### src/rtl/mux9_rr_sel_arbiter.sv
// mux9_rr_sel_arbiter
//
// Round-robin burst arbiter that drives the 4-bit select of a 16-bit 9-to-1 mux.
// It grants one of nine requesting sources and holds sel for up to BURST_MAX
// accepted valid/ready beats. Each accepted beat returns a one-hot pop to the
// granted source. When idle, sel parks at 4'hF so the mux outputs its all-ones
// idle value.
//
// Parameters:
//   BURST_MAX  - maximum accepted beats per grant (1..16)
//
// Ports:
//   clk        - clock, rising edge
//   areset     - asynchronous active-high reset
//   req[8:0]   - per-source data available (bit n = mux input n)
//   ready      - downstream accepts the current beat
//   sel[3:0]   - registered mux select, 0..8, or 4'hF when idle
//   out_valid  - muxed data is a valid beat
//   pop[8:0]   - one-hot dequeue strobe to the granted source, one per accepted beat
//   beat_count - saturating count of accepted beats (only with MUX9_ARB_STATS_EN)
//
// Optional feature macro: MUX9_ARB_STATS_EN adds the beat_count output and its counter.

module mux9_rr_sel_arbiter #(
  parameter int unsigned BURST_MAX = 4
) (
  input  logic        clk,
  input  logic        areset,
  input  logic [8:0]  req,
  input  logic        ready,
  output logic [3:0]  sel,
  output logic        out_valid,
  output logic [8:0]  pop
`ifdef MUX9_ARB_STATS_EN
  ,
  output logic [15:0] beat_count
`endif
);

  localparam logic [3:0] SelIdle  = 4'hF;
  localparam logic [3:0] PtrReset = 4'd8;
  localparam logic [3:0] CntLast  = 4'(BURST_MAX - 1);

  typedef enum logic [0:0] {StIdle, StGrant} state_e;

  state_e     state_q, state_d;
  logic [3:0] sel_q, sel_d;
  logic [3:0] cnt_q, cnt_d;
  logic [3:0] ptr_q, ptr_d;

  logic [8:0] sel_oh;
  logic       req_sel;
  logic       accept;
  logic       pick_any;
  logic [3:0] pick_idx;
  logic [4:0] cand;

  // Out-of-range sel (idle value 4'hF) shifts the one out of the 9-bit vector.
  assign sel_oh  = 9'b1 << sel_q;
  assign req_sel = |(req & sel_oh);

  // Search ptr+1, ptr+2, ... modulo 9. Iterating from the far end means the
  // nearest requester is the last one written and therefore wins.
  always_comb begin
    pick_idx = '0;
    cand     = '0;
    pick_any = |req;
    for (int i = 9; i >= 1; i--) begin
      cand = {1'b0, ptr_q} + 5'(i);
      if (cand >= 5'd9) begin
        cand = cand - 5'd9;
      end
      if (req[cand[3:0]]) begin
        pick_idx = cand[3:0];
      end
    end
  end

  always_comb begin
    out_valid = 1'b0;
    accept    = 1'b0;
    pop       = '0;
    state_d   = state_q;
    sel_d     = sel_q;
    cnt_d     = cnt_q;
    ptr_d     = ptr_q;

    unique case (state_q)
      StIdle: begin
        if (pick_any) begin
          state_d = StGrant;
          sel_d   = pick_idx;
          cnt_d   = '0;
        end
      end
      StGrant: begin
        out_valid = req_sel;
        accept    = req_sel & ready;
        pop       = accept ? sel_oh : '0;
        if (!req_sel || (accept && cnt_q == CntLast)) begin
          state_d = StIdle;
          sel_d   = SelIdle;
          ptr_d   = sel_q;
        end else if (accept) begin
          cnt_d = cnt_q + 4'd1;
        end
      end
      default: begin
        state_d = StIdle;
        sel_d   = SelIdle;
      end
    endcase
  end

  always_ff @(posedge clk or posedge areset) begin
    if (areset) begin
      state_q <= StIdle;
      sel_q   <= SelIdle;
      cnt_q   <= '0;
      ptr_q   <= PtrReset;
    end else begin
      state_q <= state_d;
      sel_q   <= sel_d;
      cnt_q   <= cnt_d;
      ptr_q   <= ptr_d;
    end
  end

  assign sel = sel_q;

`ifdef MUX9_ARB_STATS_EN
  logic [15:0] beat_count_q, beat_count_d;

  always_comb begin
    beat_count_d = beat_count_q;
    if (accept && beat_count_q != 16'hFFFF) begin
      beat_count_d = beat_count_q + 16'd1;
    end
  end

  always_ff @(posedge clk or posedge areset) begin
    if (areset) begin
      beat_count_q <= '0;
    end else begin
      beat_count_q <= beat_count_d;
    end
  end

  assign beat_count = beat_count_q;
`endif

endmodule
### config.mk
export PLATFORM = sky130hd
export DESIGN_NAME = mux9_rr_sel_arbiter
export DESIGN_NICKNAME = d
export VERILOG_FILES = /design/src/rtl/mux9_rr_sel_arbiter.sv
export SDC_FILE = /design/constraint.sdc
export NUM_CORES = 1
export LEC_CHECK = 0
export CAP_MARGIN = 20
export CORE_MARGIN = 5
export CORE_UTILIZATION = 57
export CTS_BUF_LIST = sky130_fd_sc_hd__clkbuf_16
export CTS_CLUSTER_DIAMETER = 120
export DETAILED_ROUTE_END_ITERATION = 12
export GPL_TIMING_DRIVEN = 0
export PLACE_DENSITY = 0.81
export SYNTH_ARGS = -nofsm -noshare
export SYNTH_HDL_FRONTEND = slang
export SYNTH_SLANG_ARGS = --single-unit
### constraint.sdc
create_clock -name clk -period 4.18 [get_ports clk]
set_input_delay 0.418 -clock clk [delete_from_list [all_inputs] [get_ports clk]]
set_output_delay 0.418 -clock clk [all_outputs]
set_load 0.05 [all_outputs]
### Word level (Yosys, flattened, before mapping)

Index checks and enable logic that the tools add are counted.

| word-level totals | value |
|---|---|
| bits in writable memories | 0 |
| latch bits | 0 |
| memories | 0 |
| input bits | 12 |
| word-level logic and storage cells | 107 |
| memory bits (read-only) | 0 |
| register bits after elaboration | 13 |

| operators by class | value |
|---|---|
| reductions and logical operators | 8 |
| bitwise gates (word level) | 3 |
| eq/ne operators | 5 |
| multiply operators | 0 |
| mux-type cells | 49 |
| divide/modulo/power cells | 0 |
| shift operators | 1 |
| add/subtract/negate cells | 19 |
| $lt $le $gt $ge | 18 |

Operators by type and width:

| kind | number |
|---|---|
| 4-bit two-way mux | 23 |
| 5-bit by 4-bit greater-or-equal comparator with 1-bit output, second input constant | 9 |
| 4-bit by 5-bit < comparator with 1-bit output, second input constant | 9 |
| 1-bit binary-select mux with 4-bit select | 9 |
| 4-bit subtractor, second input constant | 9 |
| 4-bit by 3-bit adder with 5-bit output, second input constant | 4 |
| 9-bit two-way mux | 2 |
| 9-bit OR reduction | 2 |
| 4-bit case mux with 2 select lines | 2 |
| 1-bit two-way mux | 12 |
| 4-bit by 2-bit adder with 5-bit output, second input constant | 2 |
| 4-bit by 4-bit adder with 5-bit output, second input constant | 2 |
| 9-bit AND | 1 |
| 1-bit by 4-bit left shift with 9-bit output, first input constant | 1 |
| 4-bit by 1-bit adder with 5-bit output, second input constant | 1 |
| 4-bit by 1-bit adder with 4-bit output, second input constant | 1 |
| 4-bit by 2-bit == test with 1-bit output, second input constant | 1 |
| 2-bit by 1-bit != test with 1-bit output, second input constant | 2 |
| 2-bit != test, second input constant | 2 |
| 2-bit AND reduction | 2 |
| 3-bit AND reduction | 1 |
| 1-bit case mux with 2 select lines | 1 |
| 1-bit AND | 1 |
| 1-bit logical AND | 1 |
| other kinds (3) | 3 |

### Longest topological paths before layout

Gate-level depths: netlist of run 1.

| depth | value |
|---|---|
| word-level depth | 16 |
| depth in mapped cells | 17 |

### Least setup slack after synthesis of run 1

No wires, ideal clock.

| timing path | value |
|---|---|
| kind | register -> register |
| start point | register ptr_q[0] |
| end point | register sel_q[2], in the netlist sel[2] |
| setup slack | 36 ps |
| buffers on the path | 4 |
| required time | 4095 ps |
| data arrival time | 4058 ps |
| period minus slack after synthesis | 4144 ps |
| setup time | 85 ps |
| stages on the path, launching flop included | 16 |
| path through | dfrtp_1 > buf_4 > inv_1 > clkbuf_1 > buf_1 > ha_1 > buf_2 > xor2_1 > nor4_2 > a21oi_2 > mux2_1 > a221o_1 > nand3b_1 > and4b_1 > nor4_1 > o21ai_1 |

| on the way | value |
|---|---|
| cells in the longest elaborated chain, start to end | 16 |
| elaborated cells between the ends (all ways) | 65 |
| those cells by class | add/sub (18); order compare (9); mux (38) |

RTL lines:

| element | line | source |
|---|---|---|
| from (decl) | 49 | `logic [3:0] ptr_q, ptr_d;` |
| from (signal assigned) | 120 | `ptr_q <= PtrReset;` |
| from (signal assigned) | 125 | `ptr_q <= ptr_d;` |
| 4-bit by 4-bit adder with 5-bit output | 69 | `cand = {1'b0, ptr_q} + 5'(i);` |
| 4-bit subtractor or 5-bit by 4-bit greater-or-equal comparator with 1-bit output (tied branches) | 71, 70 |  |
| 4-bit two-way mux | 70 | `if (cand >= 5'd9) begin` |
| 1-bit binary-select mux with 4-bit select | 73 | `if (req[cand[3:0]]) begin` |
| 1-bit two-way mux (not written as such) | 73 |  |
| 4-bit two-way mux (8 in a row) | 73 |  |
| 4-bit two-way mux * | 73 |  |
| 4-bit two-way mux * | 90 | `if (pick_any) begin` |
| 4-bit case mux with 2 select lines * | 88 | `unique case (state_q)` |
| to (signal assigned) | 118 | `sel_q <= SelIdle;` |
| to (signal assigned) | 123 | `sel_q <= sel_d;` |
| to (decl) | 47 | `logic [3:0] sel_q, sel_d;` |

Mark *: on every way between the ends. The rest lies on a longest branch, timed or not. The select of a mux whose other input is x is not followed.
A chain may end at the register's enable or synchronous reset.

### Final worst setup path of run 1

| timing path | value |
|---|---|
| start point | register ptr_q[0] |
| end point | register sel_q[1], in the netlist sel[1] |

Same word-level chain as after synthesis.

==> impl_results.html, run 1 <==
<table>
<tr><th>Metric</th><th>Value</th></tr>
<tr><th colspan="2">Run status</th></tr>
<tr><td>Run status</td><td>complete, no violations</td></tr>
<tr><th colspan="2">Drt</th></tr>
<tr><td>Highest metal layer used by the detailed router</td><td>met4</td></tr>
<tr><td>Number of detailed-route iterations in the first pass</td><td>5</td></tr>
<tr><td>Mean number of vias per cell</td><td>7.31</td></tr>
<tr><td>Met2 routed wirelength</td><td>8210 um</td></tr>
<tr><td>Wire length after detailed routing</td><td>18800 um</td></tr>
<tr><td>Met3 wirelength from detailed routing</td><td>2350 um</td></tr>
<tr><td>Number of DRC violations after detailed-routing iteration 0</td><td>737</td></tr>
<tr><td>Post-route DRC</td><td>0</td></tr>
<tr><td>Antenna violation net count after detailed routing</td><td>0</td></tr>
<tr><td>Total number of vias</td><td>5579</td></tr>
<tr><td>Post-Route M1 WL</td><td>7150 um</td></tr>
<tr><td>Mean routed wirelength per cell</td><td>24.6 um</td></tr>
<tr><th colspan="2">GRT</th></tr>
<tr><td>Vias in the first global route</td><td>5220</td></tr>
<tr><td>Initial antenna violation count</td><td>0</td></tr>
<tr><td>Overall routing resource usage</td><td>37.9%</td></tr>
<tr><td>Global-route wire length before repair</td><td>29000 um</td></tr>
<tr><td>Largest net degree at the start of global routing</td><td>16</td></tr>
<tr><td>Aggregate global routing overflow</td><td>0</td></tr>
<tr><th colspan="2">Timing</th></tr>
<tr><td>Slew @ Worst Pin</td><td>0.723 ns</td></tr>
<tr><td>Clock tree skew after final layout</td><td>0.00540 ns</td></tr>
<tr><td>Post-route fraction of the period consumed by the critical path</td><td>97.8%</td></tr>
<tr><td>Final period demand of the worst path</td><td>4.09 ns</td></tr>
<tr><td>Worst hold margin</td><td>0.504 ns</td></tr>
<tr><td>Count of endpoints failing setup in the final report</td><td>0</td></tr>
<tr><td>Post-route worst setup slack</td><td>0.0931 ns</td></tr>
<tr><td>Fmax achieved</td><td>0.245 GHz</td></tr>
<tr><td>Final Hold Vio Count</td><td>0</td></tr>
<tr><td>Max-slew headroom</td><td>51.8%</td></tr>
<tr><td>Final Max Tran Viols</td><td>0</td></tr>
<tr><th colspan="2">Logic synthesis</th></tr>
<tr><td>Flip-flop and latch count after synthesis</td><td>13</td></tr>
<tr><td>Library cell with the largest summed area after synthesis</td><td>sky130_fd_sc_hd__ha_1</td></tr>
<tr><td>Part of the Yosys area used for sequential elements</td><td>7.56%</td></tr>
<tr><td>Synth unique cells</td><td>92</td></tr>
<tr><td>Mapped cell area</td><td>0.00438 mm^2</td></tr>
<tr><td>Number of instances in the synthesized netlist</td><td>618</td></tr>
<tr><td>Number of enable flip-flop cells after synthesis</td><td>0</td></tr>
<tr><td>Leading post-synthesis cells by cell area</td><td>sky130_fd_sc_hd__ha_1 (6.3%), sky130_fd_sc_hd__nand2_1 (5.2%), sky130_fd_sc_hd__nor2_1 (5.0%)</td></tr>
<tr><td>Post-Synthesis Mean Instance Area</td><td>7.09 um^2</td></tr>
<tr><td>Post-synth ARST share</td><td>100%</td></tr>
<tr><td>Synth warnings</td><td>0</td></tr>
<tr><td>Primary flip-flop cell chosen by synthesis mapping</td><td>sky130_fd_sc_hd__dfrtp_1</td></tr>
<tr><td>Mapped Nets</td><td>652</td></tr>
<tr><td>Top cell type's share of synthesized area</td><td>6.28%</td></tr>
<tr><th colspan="2">Die</th></tr>
<tr><td>Die extent in x</td><td>97.7 um</td></tr>
<tr><td>Die span in y</td><td>97.7 um</td></tr>
<tr><td>Rows</td><td>32</td></tr>
<tr><td>Core Area</td><td>0.00761 mm^2</td></tr>
<tr><td>Die area</td><td>0.00955 mm^2</td></tr>
<tr><td>Ports placed on the boundary</td><td>26</td></tr>
<tr><td>Initial core utilization</td><td>57.6%</td></tr>
<tr><th colspan="2">Worst setup path</th></tr>
<tr><td>Crit Path Category</td><td>reg -&gt; reg</td></tr>
<tr><td>Maximum fanout along the worst path</td><td>12</td></tr>
<tr><td>Critical path's largest stage delay</td><td>0.45 ns</td></tr>
<tr><td>Dominant cell type by count on the critical path</td><td>sky130_fd_sc_hd__buf_4</td></tr>
<tr><td>CP max stage cell</td><td>sky130_fd_sc_hd__or4_4</td></tr>
<tr><td>Cell Chain, Critical Path</td><td>buf_6 &gt; clkinvlp_4 &gt; clkbuf_8 &gt; buf_4 &gt; ha_4 &gt; nand2b_4 &gt; or4_4 &gt; a31oi_4 &gt; buf_4 &gt; mux2_2 &gt; o2111a_1 &gt; or2_2 &gt; o211ai_1 &gt; nor4b_1 &gt; a221oi_1</td></tr>
<tr><td>Arrival time of data at the critical path endpoint</td><td>4.23 ns</td></tr>
<tr><td>CP required</td><td>4.33 ns</td></tr>
<tr><td>Startpoint types</td><td>register</td></tr>
<tr><td>Type of element capturing the critical path</td><td>register</td></tr>
<tr><th colspan="2">Clock network</th></tr>
<tr><td>Max clock buf depth</td><td>2</td></tr>
<tr><td>Clock tree root buffer cell</td><td>sky130_fd_sc_hd__clkbuf_16</td></tr>
<tr><td>Clock tree from TritonCTS</td><td>done</td></tr>
<tr><td>Clock latency reported for the late side of the worst-skew pair</td><td>0.25 ns</td></tr>
<tr><td>Maximum level of the CTS H-tree</td><td>1</td></tr>
<tr><td>Clk slew on worst S/H paths</td><td>0.05 ns</td></tr>
<tr><td>TritonCTS Sinks</td><td>13</td></tr>
<tr><td>Number of buffers created by CTS</td><td>3</td></tr>
<tr><th colspan="2">Placed design</th></tr>
<tr><td>Global placer's final weighted congestion</td><td>1.02</td></tr>
<tr><td>Total half-perimeter wirelength after legalization and detailed placement</td><td>13600 um</td></tr>
<tr><td>Post-place instance area</td><td>0.00475 mm^2</td></tr>
<tr><td>Post-placement worst setup slack</td><td>-1.42 ns</td></tr>
<tr><td>Count of buffers from port buffering</td><td>24</td></tr>
<tr><th colspan="2">Finish</th></tr>
<tr><td>Final design area excluding fillers</td><td>0.00523 mm^2</td></tr>
<tr><td>Most frequent standard cell in the layout excluding fill and tap cells</td><td>sky130_fd_sc_hd__nand2_1</td></tr>
<tr><td>Proportion of layout cells with a drive suffix above 1</td><td>20.3%</td></tr>
<tr><td>Leading cell types in the layout, fill and taps excluded</td><td>sky130_fd_sc_hd__nand2_1 (60), sky130_fd_sc_hd__nor2_1 (56), sky130_fd_sc_hd__o21ai_0 (37), sky130_fd_sc_hd__a21oi_1 (37), sky130_fd_sc_hd__buf_4 (23)</td></tr>
<tr><td>Antenna diode count</td><td>0</td></tr>
<tr><td>Area grow syn2layout</td><td>19.2%</td></tr>
<tr><td>Final Net Count</td><td>696</td></tr>
<tr><th colspan="2">Flow run</th></tr>
<tr><td>Number of maximum-capacitance constraint violations</td><td>0</td></tr>
<tr><th colspan="2">Min path</th></tr>
<tr><td>HP Class</td><td>in -&gt; async</td></tr>
</table>
-- routing by layer --
layer / vias to the layer above / GRT usage (%)
li1: 2423 / -
met1: 2598 / 49.4
met2: 469 / 59.4
met3: 89 / 7.90
met4: 0 / 18.5
met5: - / 0
-- repair_timing --
action                     CTS  global route
gates resized for setup     29            48
pin swaps                    1             7
buffers inserted             8             8
setup endpoints to repair    9            12
hold buffers                 0             0
-- worst max-delay path: cells and delay by family, from the launching register on --
| family | cells | cell delay [ns] |
|---|---|---|
| AO/OA/AOI/OAI | 4 | 0.96 |
| adder cells (fa/ha/maj) | 1 | 0.26 |
| buffers and inverters | 5 | 0.93 |
| flip-flops | 1 | 0.44 |
| multiplexers | 1 | 0.35 |
| AND/OR/NAND/NOR | 4 | 1.06 |
-- path summary, 6_finish.rpt --
kind                                 startpoint              endpoint  slack [ns]  cells after the start
setup / recovery           ptr_q[0]$_DFFE_PP0P_    sel[1]$_DFFE_PP1P_        0.09                     15
hold / removal                           areset  cnt_q[1]$_DFFE_PP0P_        0.50                      2
setup reg to reg           ptr_q[0]$_DFFE_PP0P_    sel[1]$_DFFE_PP1P_        0.09                     15
hold reg to reg            cnt_q[3]$_DFFE_PP0P_  cnt_q[3]$_DFFE_PP0P_        0.56                      2
max in group asynchronous                areset  ptr_q[1]$_DFFE_PP0P_        3.30                      2
min in group clk           cnt_q[3]$_DFFE_PP0P_  cnt_q[3]$_DFFE_PP0P_        0.56                      2
-- cells by family after synthesis --
group	count (synthesis)	share of synthesized area (%)
simple gates	253	29.7
compound gates	206	34.6
buf+inv	65	6.76
mux	37	10.7
xor+xnor	22	4.40
fa+ha+maj	22	6.28
flops	13	7.56
-- cell type report --
type,instances,area (um^2)
Multi-Input combinational cell,540,3960
Fill cell,659,2380
Timing Repair Buffer,40,380
Sequential cell,13,335
Buffer,48,278
Tap cell,102,128
Clock buffer,3,75.1
Inverter,16,71.3
Clock inverter,1,3.75
-- metrics by stage --
stage                     util [%]  setup TNS (ns)  instances
after global placement        62.5           -5.68        744
after detailed placement      62.5           -5.84        744
final                         68.7               0        763
after global routing          68.7       -0.000216        763
after floorplan                  -               0        618
after CTS                     65.5               0        756
-- cells in the mapped netlist (5+ instances only) --
library cell	instances
sky130_fd_sc_hd__o31ai_1	7
sky130_fd_sc_hd__o21ai_0	40
sky130_fd_sc_hd__clkbuf_1	22
sky130_fd_sc_hd__nor4_1	5
sky130_fd_sc_hd__xnor2_1	14
sky130_fd_sc_hd__and2_1	12
sky130_fd_sc_hd__o2111ai_1	5
sky130_fd_sc_hd__ha_1	22
sky130_fd_sc_hd__buf_2	18
sky130_fd_sc_hd__xor2_1	8
sky130_fd_sc_hd__nor2b_1	10
sky130_fd_sc_hd__a211oi_1	10
sky130_fd_sc_hd__inv_1	13
sky130_fd_sc_hd__mux2i_1	20
sky130_fd_sc_hd__nand3_1	20
sky130_fd_sc_hd__a21o_1	7
sky130_fd_sc_hd__and3_1	6
sky130_fd_sc_hd__mux2_2	9
sky130_fd_sc_hd__nand2_1	61
sky130_fd_sc_hd__a21oi_1	37
sky130_fd_sc_hd__o22ai_1	5
sky130_fd_sc_hd__mux4_2	7
sky130_fd_sc_hd__nand2b_1	13
sky130_fd_sc_hd__a31oi_1	9
sky130_fd_sc_hd__nor3_1	20
sky130_fd_sc_hd__nand3b_1	10
sky130_fd_sc_hd__or2_2	6
sky130_fd_sc_hd__dfrtp_1	8
sky130_fd_sc_hd__o211ai_1	7
sky130_fd_sc_hd__or3_1	7
sky130_fd_sc_hd__nor3b_1	7
sky130_fd_sc_hd__dfstp_2	5
sky130_fd_sc_hd__nor2_1	58
-- sequential cells by signal, indices dropped and copies added (netlist names) --
name,flops
state_q,1
sel,4
ptr_q,4
cnt_q,4
Power of run 1 is not shown: default switching activity piles up to over one toggle a cycle in this logic, so the estimate is an artifact.
==> run 2, diff against run 1 <==
--- a/config.mk
+++ b/config.mk
@@ -16,3 +16,4 @@
 export SYNTH_ARGS = -nofsm -noshare
 export SYNTH_HDL_FRONTEND = slang
 export SYNTH_SLANG_ARGS = --single-unit
+export TNS_END_PERCENT = 100
==> results of run 2 <==
Same layout as run 1: the final DEF is identical, and so are final timing and power.
Power of run 2 is left out for the same reason.
